### src/rtl/radixr_digit_multiply_pipe_pkg.sv
// Shared sizing and digit-indexing helpers for the radix-r digit multiply pipe
// and the redundant adder tree that consumes its output digits.
package radixr_digit_multiply_pipe_pkg;

    localparam int DEFAULT_RADIX_BITS = 2;
    localparam int LOG2_RADIX         = DEFAULT_RADIX_BITS - 1;

    function automatic int out_digit_bits(input int rb);
        return rb + 1;
    endfunction

    function automatic int prod_bits(input int rb);
        return 2 * rb;
    endfunction

    function automatic int log2_radix(input int rb);
        return rb - 1;
    endfunction

    // Digit idx of width w occupies bits [digit_msb : digit_lsb]; digit 0 is least significant.
    function automatic int digit_lsb(input int idx, input int w);
        return idx * w;
    endfunction

    function automatic int digit_msb(input int idx, input int w);
        return (idx + 1) * w - 1;
    endfunction

endpackage

### src/rtl/radixr_digit_recode.sv
// Carry-free recode of one digit product: x*y = t*r + w with w in [-r/2, r/2-1].
module radixr_digit_recode
    import radixr_digit_multiply_pipe_pkg::*;
#(
    parameter int radix_bits = 2
) (
    input  logic signed [radix_bits-1:0] x,
    input  logic signed [radix_bits-1:0] y,
    output logic signed [radix_bits:0]   t,
    output logic signed [radix_bits:0]   w
);

    localparam int PB   = prod_bits(radix_bits);
    localparam int OB   = out_digit_bits(radix_bits);
    localparam int L    = log2_radix(radix_bits);
    localparam int HALF = (L > 0) ? (1 << (L - 1)) : 0;

    // floor((v + r/2) / r) as an arithmetic shift
    function automatic logic signed [PB-1:0] round_quot(input logic signed [PB-1:0] v);
        return (v + PB'(HALF)) >>> L;
    endfunction

    logic signed [PB-1:0] p;
    logic signed [PB-1:0] tq;
    logic signed [PB-1:0] rem;

    assign p   = PB'(x) * PB'(y);
    assign tq  = round_quot(p);
    assign rem = p - (tq <<< L);
    assign t   = OB'(tq);
    assign w   = OB'(rem);

endmodule

### src/rtl/radixr_digit_multiply_pipe.sv
// Two-stage radix-r online digit-vector by digit multiplier with valid/ready on both sides.
// Optional build macro RADIXR_DIGIT_RANGE_CHECK_EN adds a registered range_err flag.
module radixr_digit_multiply_pipe
    import radixr_digit_multiply_pipe_pkg::*;
#(
    parameter int no_of_digits = 8,
    parameter int radix_bits   = 2,
    parameter int radix        = 2
) (
    input  logic                                           clk,
    input  logic                                           rst_n,
    input  logic                                           in_valid,
    output logic                                           in_ready,
    input  logic [no_of_digits*radix_bits-1:0]             din1,
    input  logic [radix_bits-1:0]                          din2,
    output logic                                           out_valid,
    input  logic                                           out_ready,
    output logic [(no_of_digits+1)*(radix_bits+1)-1:0]     dout
`ifdef RADIXR_DIGIT_RANGE_CHECK_EN
    ,
    output logic                                           range_err
`endif
);

    localparam int OB = out_digit_bits(radix_bits);
    localparam int L  = log2_radix(radix_bits);
    localparam int DW = (no_of_digits + 1) * OB;

    if (radix != (1 << L)) begin : g_bad_radix
        $error("radix must equal 2**(radix_bits-1)");
    end

    logic signed [OB-1:0] t_c  [no_of_digits];
    logic signed [OB-1:0] w_c  [no_of_digits];
    logic signed [OB-1:0] t_p1 [no_of_digits];
    logic signed [OB-1:0] w_p1 [no_of_digits];
    logic                 vld_p1;
    logic                 vld_p2;
    logic                 s1_adv;
    logic                 s2_adv;
    logic [DW-1:0]        z_c;

    assign s2_adv    = !vld_p2 || out_ready;
    assign s1_adv    = !vld_p1 || s2_adv;
    assign in_ready  = s1_adv;
    assign out_valid = vld_p2;

    for (genvar i = 0; i < no_of_digits; i++) begin : g_rec
        radixr_digit_recode #(
            .radix_bits(radix_bits)
        ) u_rec (
            .x(din1[digit_msb(i, radix_bits):digit_lsb(i, radix_bits)]),
            .y(din2),
            .t(t_c[i]),
            .w(w_c[i])
        );
    end

    // ---- stage 1: per-digit transfer/residual registers ----
    always_ff @(posedge clk) begin
        if (!rst_n) begin
            vld_p1 <= 1'b0;
        end else if (s1_adv) begin
            vld_p1 <= in_valid;
        end
    end

    always_ff @(posedge clk) begin
        if (in_valid && s1_adv) begin
            t_p1 <= t_c;
            w_p1 <= w_c;
        end
    end

    // Each digit absorbs the transfer from the digit below; the top transfer becomes the extra digit.
    always_comb begin
        z_c = '0;
        z_c[digit_lsb(0, OB) +: OB] = w_p1[0];
        for (int i = 1; i < no_of_digits; i++) begin
            z_c[digit_lsb(i, OB) +: OB] = w_p1[i] + t_p1[i-1];
        end
        z_c[digit_lsb(no_of_digits, OB) +: OB] = t_p1[no_of_digits-1];
    end

    // ---- stage 2: assembled product digits ----
    always_ff @(posedge clk) begin
        if (!rst_n) begin
            vld_p2 <= 1'b0;
            dout   <= '0;
        end else if (s2_adv) begin
            vld_p2 <= vld_p1;
            if (vld_p1) begin
                dout <= z_c;
            end
        end
    end

`ifdef RADIXR_DIGIT_RANGE_CHECK_EN
    localparam logic [radix_bits-1:0] NEG_R = radix_bits'(1) << L;

    logic [no_of_digits-1:0] bad_x;
    logic                    err_c;
    logic                    err_p1;

    always_comb begin
        bad_x = '0;
        for (int i = 0; i < no_of_digits; i++) begin
            bad_x[i] = (din1[digit_lsb(i, radix_bits) +: radix_bits] == NEG_R);
        end
    end

    assign err_c = (|bad_x) || (din2 == NEG_R);

    // ---- stage 1 / stage 2: illegal-digit flag follows its data ----
    always_ff @(posedge clk) begin
        if (in_valid && s1_adv) begin
            err_p1 <= err_c;
        end
    end

    always_ff @(posedge clk) begin
        if (!rst_n) begin
            range_err <= 1'b0;
        end else if (s2_adv && vld_p1) begin
            range_err <= err_p1;
        end
    end
`endif

endmodule

### config.mk
export PLATFORM = sky130hd
export DESIGN_NAME = radixr_digit_multiply_pipe
export DESIGN_NICKNAME = d
export VERILOG_FILES = /design/src/rtl/radixr_digit_multiply_pipe_pkg.sv /design/src/rtl/radixr_digit_recode.sv /design/src/rtl/radixr_digit_multiply_pipe.sv
export SDC_FILE = /design/constraint.sdc
export NUM_CORES = 1
export LEC_CHECK = 0
export ABC_AREA = 1
export BUFFER_PORTS_ARGS = -buffer_cell sky130_fd_sc_hd__buf_2
export CORE_ASPECT_RATIO = 1.75
export CORE_MARGIN = 5
export CORE_UTILIZATION = 45
export CTS_CLUSTER_DIAMETER = 100
export DETAILED_ROUTE_END_ITERATION = 16
export PLACE_DENSITY_LB_ADDON = 0.2
export SYNTH_ARGS = -nofsm -noshare
export SYNTH_HDL_FRONTEND = slang
export SYNTH_SLANG_ARGS = --single-unit
### constraint.sdc
create_clock -name clk -period 2.5 [get_ports clk]
set_input_delay 0.125 -clock clk [delete_from_list [all_inputs] [get_ports clk]]
set_output_delay 0.125 -clock clk [all_outputs]
set_load 0.01 [all_outputs]
# Word-level counts from Yosys, hierarchy flattened
# Cells that the tools add are included.
dict set report totals {
  ff_bits 77
}
dict set report classes {
  addsub 23
  mul 8
  reduce_logical 6
}
# cell n
set op_table {}
lappend op_table {{4-bit by 2-bit adder with 4-bit output (second input constant)} 8}
lappend op_table {{2-bit by 2-bit multiplier with 4-bit output} 8}
lappend op_table {{3-bit subtractor} 8}
lappend op_table {{3-bit adder} 7}
lappend op_table {{1-bit zero test} 2}
lappend op_table {{1-bit logical OR} 2}
lappend op_table {{2-bit AND reduction} 1}
lappend op_table {{1-bit logical AND} 1}

# Longest topological paths before layout
dict set report depth {
  depth_word 4
  depth_mapped 8
  ltp_nobuf 7
}

# Cells and area by module
# From an unflattened synthesis, not the netlist that was laid out.
dict set report unflattened {
  hier_cells 432
  hier_area_um2 4088.9
}
# mod instances cells_each area_per_inst_um2
set modules_own_cells {}
lappend modules_own_cells {radixr_digit_multiply_pipe 1 264 2997.9}
lappend modules_own_cells {radixr_digit_recode 8 21 136.4}

# Worst setup path after synthesis
# No wires, ideal clock.
dict set report synth_path {
  path_type {input to register}
  start {input port din2[1]}
  end {register t_p1[5] in the netlist's numbering, data pin}
  setup_ps 258
  arrival_time_ps 1783
  slack_ps 459
  stages 7
  cell_sequence {inv_1 -> clkbuf_1 -> nor2_1 -> fa_1 -> ha_1 -> nand3_1 -> xnor2_1}
}
dict set report synth_via {
  elab_chain_len 2
}
# element line_no
set synth_lines {}
lappend synth_lines {{start: declaration} radixr_digit_multiply_pipe.sv:15} ;# input logic [radix_bits-1:0] din2,
lappend synth_lines {{2-bit by 2-bit multiplier with 4-bit output} radixr_digit_recode.sv:27} ;# assign p = PB'(x) * PB'(y);
lappend synth_lines {{4-bit by 2-bit adder with 4-bit output} radixr_digit_recode.sv:20} ;# return (v + PB'(HALF)) >>> L;
lappend synth_lines {{net g_rec[6].u_rec.t[2]} radixr_digit_recode.sv:9} ;# output logic signed [radix_bits:0] t,
lappend synth_lines {{end signal: assignment} radixr_digit_multiply_pipe.sv:70} ;# t_p1 <= t_c;
lappend synth_lines {{end: declaration} radixr_digit_multiply_pipe.sv:35} ;# logic signed [OB-1:0] t_p1 [no_of_digits];
# The timed path passes the listed nets, and every way through them passes these cells.
# A chain may end at the register's enable or synchronous reset.

# Final worst setup path
dict set report layout_path {
  start {input port din2[1]}
  end {register t_p1[22] in the netlist's numbering, data pin}
}
dict set report layout_via {
  elab_chain_len 2
}
# element line_no
set layout_lines {}
lappend layout_lines {{2-bit by 2-bit multiplier with 4-bit output} radixr_digit_recode.sv:27}
lappend layout_lines {{4-bit by 2-bit adder with 4-bit output} radixr_digit_recode.sv:20}
lappend layout_lines {{net g_rec[0].u_rec.t[1]} radixr_digit_recode.sv:9}
# The timed path passes the listed nets, and every way through them passes these cells.

==> results.yml <==
status:
  status: "finished clean"
finish:
  diodes: 0
  drive_gt1_frac: 0.177
  nFillCells: 682
  post-route-util: 0.538
  syn_to_final_growth_pct: 16.4
  nNetsFinal: 471
global_route:
  overflow: 0
  grt_pass1_vias: 2105
  antenna_found_initial: 0
  grt_usage: 0.130
  grt_start_max_net_pins: 33
  grt_first_pass_wirelength_um: 9010
yosys:
  synthArstFlopShare: 0
  syn_nets: 419
  synthCells: 351
  syn-cell-area_um2: 3340
  ys_top_cells_by_area: "edfxtp_1 (29%), dfxtp_1 (16%), ha_1 (12%)"
  yosysSeqAreaShare: 0.449
  synth-seq-cells: 59
  syn_area_per_cell_um2: 9.52
  yosys_most_used_dff: "edfxtp_1"
  synthTopCellsByCount: "inv_1 (57), nand2_1 (47), nor2_1 (45), edfxtp_1 (32), ha_1 (31)"
  yosysTopAreaCell: "edfxtp_1"
  post-synth-top-count-cell: "inv_1"
  synth_top_cell_area_share: 0.288
  synth_cell_types: 23
  synth-edff-count: 32
  yosys_warnings: 0
clock_tree:
  postCtsHoldBufs: 0
  cts_tree: "done"
  cts.clk_slew.worst_paths_ps: 50
  cts-root-buf: "clkbuf_16"
  postCtsSetupBuffers: 0
  cts_buffer_depth: 2
  cts_made_buffers: 9
  htree_levels: 3
  cts_sinks: 59
  cts_resized: 0
  clock_latency_ps: 320
place:
  gp_congestion: 0.753
  hpwl_um: 4160
  numPortBuffers: 50
setup_path:
  cp_max_fo: 18
  cp.arrival_ps: 1800
  end_kind: "flop"
  critPathLaunchType: "input port"
  critPathKind: "input port to flop"
  required_ps: 2560
power_and_ir_drop:
  p_int_mw: 1.97
  sw_frac_of_total: 0.253
  p_switching_mw: 0.666
  power.share.clock: 0.383
  p_leak_nw: 1.93
  ir_drop_v: 0.000414
  p_comb_frac: 0.163
  sequentialPowerShare: 0.454
  power_density_nw_per_um2: 677
route:
  viasPerCell: 4.56
  finalWirelength_um: 5290
  first_pass_iters: 4
  ant_nets: 0
  drcViolationCount: 0
  drt_iter0_drc: 71
  avgRoutedWirePerCell_um: 10.7
  via_count: 2250
timing:
  finalHoldViolations: 0
  drv_slew: 0
  rsz0062_at_grt: "no"
  max_freq_ghz: 0.574
  fin_tns_setup_ps: 0
  max_slew_margin: 0.503
  finClkSkew_ps: 5.84
  fin_crit_sh: 0.697
  tightest_slew_ps: 743
  setup_violations: 0
  fin_crit_ps: 1740
die:
  boundaryPins: 51
  dieWidth_um: 75.1
  start_util: 0.462
  core_um2: 7230
  core.rowCount: 41
  die_h_um: 124
  die_area_um2: 9310
job:
  drv_cap: 0
min_path:
  min_path_type: "input port to flop"
==> flip-flops by register name (all words and copies together) (netlist names) <==
signal,flops
out_valid,1
t_p1,24
w_p1,8
vld_p1,1
dout,25
==> critical path, cell delays in order <==
cell    delay [ps]
buf_2          160
inv_1          260
or2_2          370
fa_1           490
inv_1           50
ha_1           180
xor2_1         170
==> kinds of logic after synthesis <==
family / share of synthesized area
simple gates: 0.154
buf+inv: 0.0873
flops: 0.449
fa+ha+maj: 0.206
compound gates: 0.0618
xor+xnor: 0.0419
==> final cells by class <==
class / count / area, µm² / share of cell area
clock inverters: 6 / 23.8 / 0.00611
repair buffers: 52 / 265 / 0.0682
clock buffers: 9 / 225 / 0.0579
multi-input cells: 223 / 1550 / 0.398
flip-flops and latches: 59 / 1500 / 0.386
inverters: 58 / 218 / 0.0560
well taps: 86 / 108 / 0.0277
==> path summary, 6_finish.rpt <==
path	start	end	slack, ps	cells after the start
worst max-delay path	din2[1]	t_p1[22]$_DFFE_PP_	760	7
worst min-delay path	in_valid	vld_p1$_SDFFE_PN0N_	90	3
worst max register to register	w_p1[19]$_DFFE_PP_	dout[5]$_SDFFE_PN0P_	1010	6
worst min register to register	dout[9]$_SDFFE_PN0P_	dout[9]$_SDFFE_PN0P_	470	2
==> cells in the final DEF (no fill, tap or decap), drive strengths merged <==
cell    instances
nand3          24
clkbuf          9
o21ai          29
xor2            8
ha             31
clkinv          6
nor2           45
inv            58
fa             15
buf            52
a21oi          10
nand2          48
xnor2           8
or2             5
dfxtp          27
edfxtp         32
==> power groups by stage <==
stage	logic, mW	registers, mW	clock network, mW
2_1_floorplan	0.298	1.22	0
3_3_place_gp	0.415	1.21	0
3_5_place_dp	0.434	1.21	0
4_1_cts	0.439	1.20	1.03
5_1_grt	0.507	1.21	1.08
6_report	0.429	1.19	1.01
==> routing by layer <==
layer	vias up	track usage	routed length, µm
met4	0	0.0919	159
met1	986	0.158	2320
met5	-	0	0
met2	44	0.201	2520
li1	1213	-	-
met3	7	0.0250	288
==> metrics by stage <==
step	hold WS (ps)	power, mW	worst slack [ps]	instances	cell area, µm²
after floorplan	267	1.52	459	351	3340
final	89.4	2.63	757	493	3890
after CTS	76.7	2.67	721	493	3890
after detailed placement	419	1.65	378	478	3640
after global placement	413	1.62	444	478	3640
after global routing	95.8	2.79	579	493	3890
Power figures use the tool's default switching activity.
